$ cat config.mk
export PLATFORM = sky130hd
export DESIGN_NAME = tipi_rpi_link
export DESIGN_NICKNAME = d
export VERILOG_FILES = /design/src/rtl/tipi_link_pkg.sv /design/src/rtl/tipi_sync.sv /design/src/rtl/tipi_rpi_link.sv
export SDC_FILE = /design/constraint.sdc
export NUM_CORES = 1
export LEC_CHECK = 0
export BUFFER_PORTS_ARGS = -buffer_cell sky130_fd_sc_hd__buf_2
export CAP_MARGIN = 5
export CORE_ASPECT_RATIO = 0.8
export CORE_UTILIZATION = 55
export DETAILED_ROUTE_END_ITERATION = 10
export PLACE_DENSITY = 0.88
export SLEW_MARGIN = 30
export SYNTH_ARGS = -nofsm -noshare
export SYNTH_HDL_FRONTEND = slang
export SYNTH_SLANG_ARGS = --single-unit
$ cat constraint.sdc
create_clock -name clk -period 2.8 [get_ports clk]
set_input_delay 0.56 -clock clk [delete_from_list [all_inputs] [get_ports clk]]
set_output_delay 0.56 -clock clk [all_outputs]
set_load 0.1 [all_outputs]
$ cat src/rtl/tipi_link_pkg.sv
// Shared types and constants for the TIPI RPi-side shift-register link master.
package tipi_link_pkg;

    typedef enum logic [3:0] {
        IDLE,
        SETUP,
        LOAD_HI,
        LOAD_LO,
        CLK_LO,
        CLK_HI,
        LATCH_HI,
        LATCH_LO,
        DONE
    } state_e;

    localparam int   BYTE_BITS = 8;
    localparam logic RT_TI     = 1'b1;  // byte originates at the TI (TD/TC)
    localparam logic RT_RPI    = 1'b0;  // byte destined for the TI (RD/RC)
    localparam logic DC_CTRL   = 1'b1;
    localparam logic DC_DATA   = 1'b0;

endpackage

$ cat src/rtl/tipi_sync.sv
// Multi-flop synchronizer for asynchronous single-bit inputs from the CPLD.
module tipi_sync #(
    parameter int STAGES = 2
) (
    input  logic clk,
    input  logic reset,
    input  logic d_i,
    output logic q_o
);

    logic [STAGES-1:0] sync_q;

    // Shift the raw input through the flop chain; the oldest stage is the output.
    always_ff @(posedge clk or posedge reset) begin
        if (reset) sync_q <= '0;
        else       sync_q <= (sync_q << 1) | STAGES'(d_i);
    end

    assign q_o = sync_q[STAGES-1];

endmodule

$ cat src/rtl/tipi_rpi_link.sv
// Link master: turns one-byte transfer commands into the r_clk/r_le/r_rt/r_dc/
// r_dout pin sequence of the TIPI CPLD shift stages. All pins come from flops.
module tipi_rpi_link
    import tipi_link_pkg::*;
#(
    parameter int CLK_DIV     = 4,
    parameter int SYNC_STAGES = 2
) (
    input  logic       clk,
    input  logic       reset,
    input  logic       cmd_valid,
    output logic       cmd_ready,
    input  logic       cmd_rt,
    input  logic       cmd_dc,
    input  logic [7:0] cmd_data,
    output logic       rsp_valid,
    output logic [7:0] rsp_data,
    output logic       rsp_abort,
    output logic       r_clk,
    output logic       r_le,
    output logic       r_rt,
    output logic       r_dc,
    output logic       r_dout,
    input  logic       r_din,
    input  logic       ti_reset
);

    state_e     state_q, state_d;
    logic [7:0] cnt_q, cnt_d;
    logic [2:0] bit_q, bit_d;
    logic       rt_q, rt_d, dc_q, dc_d;
    logic [7:0] data_q, data_d, rdat_q, rdat_d;
    logic       ready_q, ready_d, vld_q, vld_d, abrt_q, abrt_d;
    logic       clk_q, clk_d, le_q, le_d, prt_q, prt_d, pdc_q, pdc_d, dout_q, dout_d;
    logic       din_s, tir_s;
    logic       accept, last, abort, active;

    tipi_sync #(.STAGES(SYNC_STAGES)) u_sync_din (
        .clk(clk), .reset(reset), .d_i(r_din), .q_o(din_s)
    );
    tipi_sync #(.STAGES(SYNC_STAGES)) u_sync_tir (
        .clk(clk), .reset(reset), .d_i(ti_reset), .q_o(tir_s)
    );

    assign cmd_ready = ready_q && !tir_s;
    assign accept    = cmd_valid && cmd_ready;
    assign last      = (cnt_q == 8'(CLK_DIV - 1));
    // A ti_reset arriving in DONE lets that transaction finish normally.
    assign abort     = tir_s && (state_q != IDLE) && (state_q != DONE);

    // Phase sequencing, command capture, read-bit capture and next pin levels.
    always_comb begin
        state_d = state_q;
        bit_d   = bit_q;
        rt_d    = rt_q;
        dc_d    = dc_q;
        data_d  = data_q;
        rdat_d  = rdat_q;
        unique case (state_q)
            IDLE: if (accept) begin
                state_d = SETUP;
                rt_d    = cmd_rt;
                dc_d    = cmd_dc;
                data_d  = cmd_data;
                rdat_d  = '0;
                bit_d   = '0;
            end
            SETUP:    if (last) state_d = (rt_q == RT_TI) ? LOAD_HI : CLK_LO;
            LOAD_HI:  if (last) state_d = LOAD_LO;
            LOAD_LO:  if (last) state_d = CLK_LO;
            CLK_LO: if (last) begin
                state_d = CLK_HI;
                // Sample at the end of the low phase, well after the previous rise.
                if (rt_q == RT_TI) rdat_d = {rdat_q[6:0], din_s};
            end
            CLK_HI: if (last) begin
                bit_d  = bit_q + 3'd1;
                data_d = {data_q[6:0], 1'b0};
                if (bit_q == 3'(BYTE_BITS - 1)) state_d = (rt_q == RT_TI) ? DONE : LATCH_HI;
                else                            state_d = CLK_LO;
            end
            LATCH_HI: if (last) state_d = LATCH_LO;
            LATCH_LO: if (last) state_d = DONE;
            DONE:     state_d = IDLE;
            default:  state_d = IDLE;
        endcase
        if (abort) begin
            state_d = DONE;
            rdat_d  = '0;
        end

        cnt_d = (state_d != state_q || state_q == IDLE) ? 8'd0 : cnt_q + 8'd1;

        active  = (state_d != IDLE) && (state_d != DONE);
        clk_d   = (state_d == CLK_HI);
        le_d    = (state_d == LOAD_HI) || (state_d == LATCH_HI);
        prt_d   = active && rt_d;
        pdc_d   = active && dc_d;
        // r_dout only moves when a low phase starts, never with a rising r_clk.
        dout_d  = dout_q;
        if (!active)
            dout_d = 1'b0;
        else if (state_d == CLK_LO && state_q != CLK_LO && rt_d == RT_RPI)
            dout_d = data_d[7];

        ready_d = (state_d == IDLE);
        vld_d   = (state_d == DONE);
        abrt_d  = abort;
    end

    // State, datapath and pin registers.
    always_ff @(posedge clk or posedge reset) begin
        if (reset) begin
            state_q <= IDLE;
            cnt_q   <= '0;
            bit_q   <= '0;
            rt_q    <= 1'b0;
            dc_q    <= 1'b0;
            data_q  <= '0;
            rdat_q  <= '0;
            ready_q <= 1'b0;
            vld_q   <= 1'b0;
            abrt_q  <= 1'b0;
            clk_q   <= 1'b0;
            le_q    <= 1'b0;
            prt_q   <= 1'b0;
            pdc_q   <= 1'b0;
            dout_q  <= 1'b0;
        end else begin
            state_q <= state_d;
            cnt_q   <= cnt_d;
            bit_q   <= bit_d;
            rt_q    <= rt_d;
            dc_q    <= dc_d;
            data_q  <= data_d;
            rdat_q  <= rdat_d;
            ready_q <= ready_d;
            vld_q   <= vld_d;
            abrt_q  <= abrt_d;
            clk_q   <= clk_d;
            le_q    <= le_d;
            prt_q   <= prt_d;
            pdc_q   <= pdc_d;
            dout_q  <= dout_d;
        end
    end

    assign rsp_valid = vld_q;
    assign rsp_data  = rdat_q;
    assign rsp_abort = abrt_q;
    assign r_clk     = clk_q;
    assign r_le      = le_q;
    assign r_rt      = prt_q;
    assign r_dc      = pdc_q;
    assign r_dout    = dout_q;

endmodule
### Word level (Yosys, flattened, before mapping)

Index checks and enable logic that the tools add are counted.

| word-level totals | value |
|---|---|
| logic and storage cells | 98 |
| output and inout bits | 16 |
| flip-flop bits (word level) | 45 |
| input bits | 15 |

| operators by class | value |
|---|---|
| bitwise gates (word level) | 3 |
| equality and inequality tests | 24 |
| reduce and logical (&&, ||, !) cells | 20 |
| muxes and demuxes | 31 |
| add/subtract/negate cells | 2 |

Operator list:

| operator | number |
|---|---|
| 2-to-1 mux 8 bit | 7 |
| 2-to-1 mux 4 bit | 11 |
| case mux 4 bit (8 select lines) | 1 |
| case mux 8 bit (2 select lines) | 2 |
| equality test 4 x 3 -> 1 bit (second input constant) | 7 |
| equality test 4 x 2 -> 1 bit (second input constant) | 3 |
| logical AND 1 bit | 9 |
| 2-to-1 mux 3 bit | 3 |
| inequality test 3 bit (second input constant) | 3 |
| adder 8 x 1 -> 8 bit (second input constant) | 1 |
| equality test 8 x 2 -> 1 bit (second input constant) | 1 |
| zero test 4 bit | 2 |
| inequality test 4 bit (second input constant) | 2 |
| nonzero test 4 bit | 2 |
| 2-to-1 mux 1 bit | 6 |
| case mux 3 bit (2 select lines) | 1 |
| equality test 4 x 1 -> 1 bit (second input constant) | 1 |
| equality test 4 bit (second input constant) | 1 |
| inequality test 2 bit (second input constant) | 2 |
| inequality test 4 x 3 -> 1 bit (second input constant) | 1 |
| inequality test 4 bit | 1 |
| OR 2 x 1 -> 2 bit | 2 |
| AND reduction 4 bit | 1 |
| adder 3 x 1 -> 3 bit (second input constant) | 1 |
| 8 further kinds | 9 |

### Longest topological paths before layout

Gate-level depths: netlist of run 1.

| logic depth | value |
|---|---|
| depth in word-level cells | 11 |
| mapped depth | 8 |
| gate-level depth less buffers | 8 |

### By module

From an unflattened synthesis of run 1, not the netlist that was laid out.

| unflattened totals | value |
|---|---|
| cells, all modules | 197 |
| area, all modules | 2072.0 um^2 |

Modules (own cells, without submodules):

| module | instances | cells each | area an instance (um^2) | seq. area each (um^2) |
|---|---|---|---|---|
| tipi_rpi_link | 1 | 191 | 1964.4 | 1026.0 |
| tipi_sync | 2 | 3 | 53.8 | 50.0 |

### Worst setup path after synthesis of run 1

No wires, ideal clock.

| path | value |
|---|---|
| path type | reg2reg |
| from | register cnt_q[0] |
| to | register dout_q, in the netlist r_dout |
| data required time | 2.676 ns |
| cell stages (with the launch flop) | 9 |
| setup time | 0.124 ns |
| arrival time | 2.210 ns |
| buffers on the path | 1 |
| setup slack | 0.466 ns |
| period minus slack after synthesis | 2.334 ns |
| path through | dfrtp_1 > ha_1 > nor4b_4 > and2_1 > buf_4 > nor4b_2 > or4_4 > and3_1 > o31a_1 |

| on the way | value |
|---|---|
| cells in the longest elaborated chain, start to end | 8 |
| elaborated cells on any way between the ends | 21 |
| classes of those cells | eq/ne (4); mux (13); reduce/logical (4) |

RTL lines:

| element | RTL line | text |
|---|---|---|
| from (decl) | tipi_rpi_link.sv:29 | `logic [7:0] cnt_q, cnt_d;` |
| from (signal assigned) | tipi_rpi_link.sv:131 | `cnt_q <= cnt_d;` |
| equality test 8 x 2 -> 1 bit * | tipi_rpi_link.sv:47 | `assign last = (cnt_q == 8'(CLK_DIV - 1));` |
| 2-to-1 mux 4 bit (tied with other cells) | tipi_rpi_link.sv:83 | `LATCH_LO: if (last) state_d = DONE;` |
| case mux 4 bit (8 select lines) | tipi_rpi_link.sv:59 | `unique case (state_q)` |
| 2-to-1 mux 4 bit | tipi_rpi_link.sv:87 | `if (abort) begin` |
| equality test 4 x 3 -> 1 bit | tipi_rpi_link.sv:103 | `else if (state_d == CLK_LO && state_q != CLK_LO && rt_d == RT_RPI)` |
| logical AND 1 bit (2 in series) | tipi_rpi_link.sv:103 |  |
| inequality test 2 x 1 -> 1 bit (no line) | n/a |  |
| to (signal assigned) | tipi_rpi_link.sv:144 | `dout_q <= dout_d;` |
| to (decl) | tipi_rpi_link.sv:34 | `logic clk_q, clk_d, le_q, le_d, prt_q, prt_d, pdc_q, pdc_d, dout_q, dout_d;` |

Every way passes the cells marked *; elsewhere a longest branch is shown, timed or not. The select of a mux whose other input is x is not followed.
A chain may end at the register's enable or synchronous reset.

### Worst setup path after layout of run 1

Same ends and word-level chain as after synthesis.

==> metrics.cfg, run 1 <==
[global_routing]
use_met3_pct=4.89
grt_usage_pct=21.5
grt_pass1_wl_um=6450
use_met2_pct=31.3
use_met1_pct=32.1
grt_max_degree=46
grt_pass1_vias=1387
gr-total-overflow=0
antenna_found_initial=0
top_usage_layer=met1

[sta]
setup_slack_ps=196
finalClockSkew_ps=3.54
worst_pin_slew_ps=699
setup_viol=0
worst_hold_slack_ps=352
fmax_mhz=384
hold_viol_final=0
fin_setup_tns_ps=0
maxSlewViolCount=0
relSlewSlack_pct=53.0
post-route-min-period_ps=2600
rsz0062_at_grt=false
post-route-period-util_pct=93.0

[drt]
post-route-drc-count=0
drt_first_pass_iters=4
drt-total-wl_um=3820
post_drt_wl_per_cell_um=14.6
vias=1476
first_iter_violations=142
routed_via_density=5.66
drtAntennaViolNets=0

[floorplanning]
num_io_pins=31
core-area_sq_um=3450
dieArea_sq_um=3900
start_util_pct=58.2
die_x_um=69.5
std_cell_rows=19
die_h_um=56.0

[yosys]
yosysTopAreaCell=dfrtp_1
synth_area_leaders=dfrtp_1 (56%), nand2_1 (4.9%), a22o_1 (3.5%)
synth_cell_types=42
syn_avg_cell_area_sq_um=10.7
syn-cell-area_sq_um=2010
ys_seq_area_share_pct=56.1
yosysWarningCount=0
syn_nets=205
synthCells=187
synth.top_cell.area_share_pct=56.1
ys_ff_latch=45

[setup_path]
worstSetupPathType=register to register
crit_arrival_ps=2780
cp-start-kind=register
reg2reg_slack_ps=200
cp_max_fo=7
reg2reg_depth=7
r2r-start=cnt_q[0]
worstPathRequired_ps=2970
r2r-end=r_dout
crit_path_end_kind=register

[power]
vdd_drop_max_v=0.000568
power.density_nw_per_um2=746
power_leakage_nw=1.16

[clock_network]
clk_pin_slew_ps=80
hold_buffers=0
cts_tree=done
post_cts_buffers=0
postCtsResizedCells=0
clockBufferDepth=2
clkLatencyLatePin_ps=280
htreeDepth=2
numCtsBuffers=5
clockRootBuffer=clkbuf_8
cts.sinks=45

[hold_path]
min_delay_worst_endpoint=u_sync_tir.sync_q[1]
hp-class=register to register
worstHoldStart=u_sync_tir.sync_q[0]
hold_depth=0

[placed_design]
place_area_sq_um=2190
dp_slack_ps=253
gp_congestion=0.915
hpwl_um=2740
port_buffers=30

[cells_and_area]
antenna_cells=0
layout_commonest_cell=dfrtp_1
drive_above_1_share_pct=23.3
final_cell_mix=dfrtp_1 (45), buf_2 (30), nand2_1 (26)
area_growth_pct=13.2
final_nets=236
fillerInstances=278
final_core_util_pct=65.9
final_area_sq_um=2270

[job]
drv_cap=0

[run_status]
status=completed

## per-stage QoR
step                cells  total power, mW
floorplan             187             1.22
detailed placement    253             1.33
CTS                   261             1.70
global route          261             1.79
global placement      253             1.31
finish                261             1.69
## layout make-up
| cell class | count | area [sq um] | share of cell area [%] |
|---|---|---|---|
| flip-flops and latches | 45 | 1130 | 49.6 |
| repair buffers | 33 | 173 | 7.60 |
| inverters | 8 | 30.0 | 1.32 |
| well taps | 42 | 52.6 | 2.31 |
| clock buffers | 8 | 80.1 | 3.53 |
| multi-input cells | 125 | 810 | 35.6 |
## worst max path at each step
stage	from	end	slack [ps]
2_1_floorplan	cnt_q[0]	r_dout	470
3_3_place_gp	cnt_q[0]	r_dout	340
3_5_place_dp	cnt_q[0]	r_dout	250
4_1_cts	cnt_q[0]	r_dout	230
5_1_grt	cnt_q[0]	r_dout	100
6_report	cnt_q[0]	r_dout	200
## critical path, cell delays in order, from the launching register on
cell,delay (ps)
dfrtp_1,420
ha_1,250
nor4b_4,360
and2_1,350
nor4b_2,90
or4_4,540
and3_1,190
o31a_1,290
## power by group
part	internal (mW)	leakage, nW	switching, mW
Clock	0.177	0.0395	0.191
Combinational	0.136	0.523	0.351
Sequential	0.758	0.597	0.0801
Total	1.07	1.16	0.623
## kinds of logic (layout without fill, tap and decap cells)
group	after synthesis	after routing	share of synthesized area, %
AND/OR/NAND/NOR	81	81	21.8
XOR/XNOR	7	7	3.05
adder cells (fa/ha/maj)	3	3	1.87
multiplexers	2	2	1.06
AO/OA/AOI/OAI	32	32	12.5
buffers and inverters	17	49	3.55
flip-flops	45	45	56.1
## synthesized netlist by cell type, drive strengths merged
cell and instances:
a211o 1, a211oi 2, a21boi 1, a21o 2
a21oi 2, a22o 8, a22oi 6, a311oi 1
a41o 2, and2 4, and3 3, and4 1
buf 2, clkbuf 7, dfrtp 45, ha 3
inv 8, mux2 1, mux2i 1, nand2 26
nand2b 3, nand3 6, nand3b 1, nand4 2
nor2 16, nor2b 4, nor3 4, nor3b 1
nor4 3, nor4b 2, nor4bb 1, o211ai 1
o21ai 5, o31a 1, or2 2, or4 2
xnor2 2, xor2 5
## state kept, by name (all words and copies together) (netlist names), 2 cells and up
name               flops
cnt_q                  8
data_q                 8
rsp_data               8
state_q                4
bit_q                  3
u_sync_din.sync_q      2
u_sync_tir.sync_q      2
## layer usage
| metal | vias to the layer above | wire, um | share of wire (%) |
|---|---|---|---|
| li1 | 711 | - | - |
| met1 | 697 | 1760 | 46 |
| met2 | 61 | 1750 | 46 |
| met3 | 7 | 262 | 6.9 |
| met4 | 0 | 40 | 1.0 |
| met5 | - | 0 | 0 |
(Power assumes the default switching activity.)
==> run 2, diff against run 1 <==
Settings changed: MAX_ROUTING_LAYER set to met4.
==> metrics.cfg, run 2 (synthesis gave the netlist of run 1 again) <==
[clock_network]
clockRootBuffer=clkbuf_8
clockBufferDepth=2  ; unchanged
clk_pin_slew_ps=70  ; about the same
post_cts_buffers=0  ; unchanged
htreeDepth=2  ; unchanged
clkLatencyLatePin_ps=280  ; about the same
hold_buffers=0  ; unchanged
numCtsBuffers=5  ; unchanged
postCtsResizedCells=0  ; unchanged
cts_tree=done
cts.sinks=45  ; unchanged

[cells_and_area]
layout_commonest_cell=dfrtp_1
drive_above_1_share_pct=23.3  ; unchanged
antenna_cells=0  ; unchanged
final_cell_mix=dfrtp_1 (45), buf_2 (30), nand2_1 (26)
area_growth_pct=13.2  ; unchanged
final_nets=236  ; unchanged
final_area_sq_um=2270  ; unchanged
fillerInstances=278  ; unchanged

[power]
vdd_drop_max_v=0.000566  ; -0.26%
p_sw_share_pct=36.7  ; -0.12 points
power.density_nw_per_um2=745  ; -0.19%
p_comb_share_pct=28.9  ; about the same
seq_power_share_pct=49.5  ; about the same
power_leakage_nw=1.16  ; unchanged
pwr-share-clk_pct=21.6  ; -0.2 points
internal_power_mw=1.07  ; about the same
switchingPower_mw=0.620  ; -0.52%
total_power_mw=1.69  ; -0.19%

[setup_path]
cpMaxStageDelayCell=or4_4
path_cells=ha_1 -> nor4b_4 -> and2_1 -> nor4b_2 -> or4_4 -> and3_1 -> o31a_1
critPathMaxStageDelay_ps=540  ; about the same
worstPathRequired_ps=2970  ; about the same
cp-start-kind=register
crit_arrival_ps=2760  ; -20 ps
r2r-end=r_dout
crit_path_end_kind=register
r2r-start=cnt_q[0]
cp_max_fo=7  ; unchanged
worstSetupPathType=register to register
reg2reg_depth=7  ; unchanged
reg2reg_slack_ps=220  ; +20 ps

[sta]
maxSlewViolCount=0  ; unchanged
rsz0062_at_grt=false
fmax_mhz=387  ; +0.79%
fin_setup_tns_ps=0  ; unchanged
setup_viol=0  ; unchanged
worst_pin_slew_ps=688  ; -11.9 ps
post-route-period-util_pct=92.3  ; -0.73 points
setup_slack_ps=216  ; +20.3 ps
hold_viol_final=0  ; unchanged
post-route-min-period_ps=2580  ; -20.3 ps
finalClockSkew_ps=2.86  ; -0.677 ps
relSlewSlack_pct=53.8  ; +0.80 points

[global_routing]
grt_pass1_wl_um=6470  ; +0.33%
grt_pass1_vias=1382  ; -0.36%
antenna_found_initial=0  ; unchanged
grt_max_degree=46  ; unchanged
use_met2_pct=31.2  ; -0.14 points
grt_usage_pct=22.2  ; +0.68 points
use_met3_pct=4.89  ; unchanged
gr-total-overflow=0  ; unchanged
top_usage_layer=met1
use_met1_pct=32.3  ; +0.25 points

[job]
drv_cap=0  ; unchanged

[drt]
routed_via_density=5.61  ; -0.75%
drt_first_pass_iters=4  ; unchanged
first_iter_violations=148  ; +4.2%
drt-total-wl_um=3770  ; -1.3%
post_drt_wl_per_cell_um=14.4  ; -1.3%
vias=1465  ; -0.75%
drtAntennaViolNets=0  ; unchanged
post-route-drc-count=0  ; unchanged

[hold_path]
worstHoldStart=u_sync_tir.sync_q[0]
hp-class=register to register
min_delay_worst_endpoint=u_sync_tir.sync_q[1]
hold_depth=0  ; unchanged

[floorplanning]
std_cell_rows=19  ; unchanged
dieArea_sq_um=3900  ; unchanged
die_x_um=69.5  ; unchanged
start_util_pct=58.2  ; unchanged
core-area_sq_um=3450  ; unchanged
die_h_um=56.0  ; unchanged
num_io_pins=31  ; unchanged

[placed_design]
dp_slack_ps=253  ; unchanged
port_buffers=30  ; unchanged
place_area_sq_um=2190  ; unchanged
gp_congestion=0.931  ; +1.7%
hpwl_um=2740  ; unchanged

[run_status]
status=completed

## run 2: worst max path at each step
| stage | start | end | slack, ps | depth (start not counted) |
|---|---|---|---|---|
| CTS | cnt_q[0] | r_dout | 230 | 7 |
| finish | cnt_q[0] | r_dout | 220 | 7 |
| floorplan | cnt_q[0] | r_dout | 470 | 8 |
| global placement | cnt_q[0] | r_dout | 340 | 7 |
| detailed placement | cnt_q[0] | r_dout | 250 | 7 |
| global route | cnt_q[0] | r_dout | 100 | 7 |
## run 2: power groups by stage
stage | Combinational [mW] | Sequential [mW] | Clock [mW]
2_1_floorplan | 0.285 | 0.935 | 0
5_1_grt | 0.532 | 0.848 | 0.407
4_1_cts | 0.489 | 0.836 | 0.377
3_5_place_dp | 0.488 | 0.846 | 0
6_report | 0.489 | 0.837 | 0.365
3_3_place_gp | 0.470 | 0.841 | 0
## run 2: cell type report
type | count | area [sq um] | share of cell area (%)
clock buffer | 8 | 80.1 | 3.53
inverter | 8 | 30.0 | 1.32
multi-input combinational | 125 | 810 | 35.6
sequential | 45 | 1130 | 49.6
tap | 42 | 52.6 | 2.31
timing repair buffer | 33 | 173 | 7.60
## run 2: worst max-delay path: cells and delay by family, from the launching register on
family | cells | cell delay [ps]
simple gates | 5 | 1530
flops | 1 | 410
compound gates | 1 | 280
fa+ha+maj | 1 | 250
## run 2: through the flow
step           hold WS [ps]  std cells  utilization, %
2_1_floorplan           331        187               -
3_5_place_dp            337        253            63.6
5_1_grt                 362        261            65.9
4_1_cts                 354        261            65.9
6_report                352        261            65.9
3_3_place_gp            332        253            63.6
## run 2: per-layer routing
layer / vias up / routed length [um]
met3: 7 / 204
met1: 706 / 1790
met4: 0 / 40
met5: - / 0
li1: 709 / -
met2: 43 / 1740
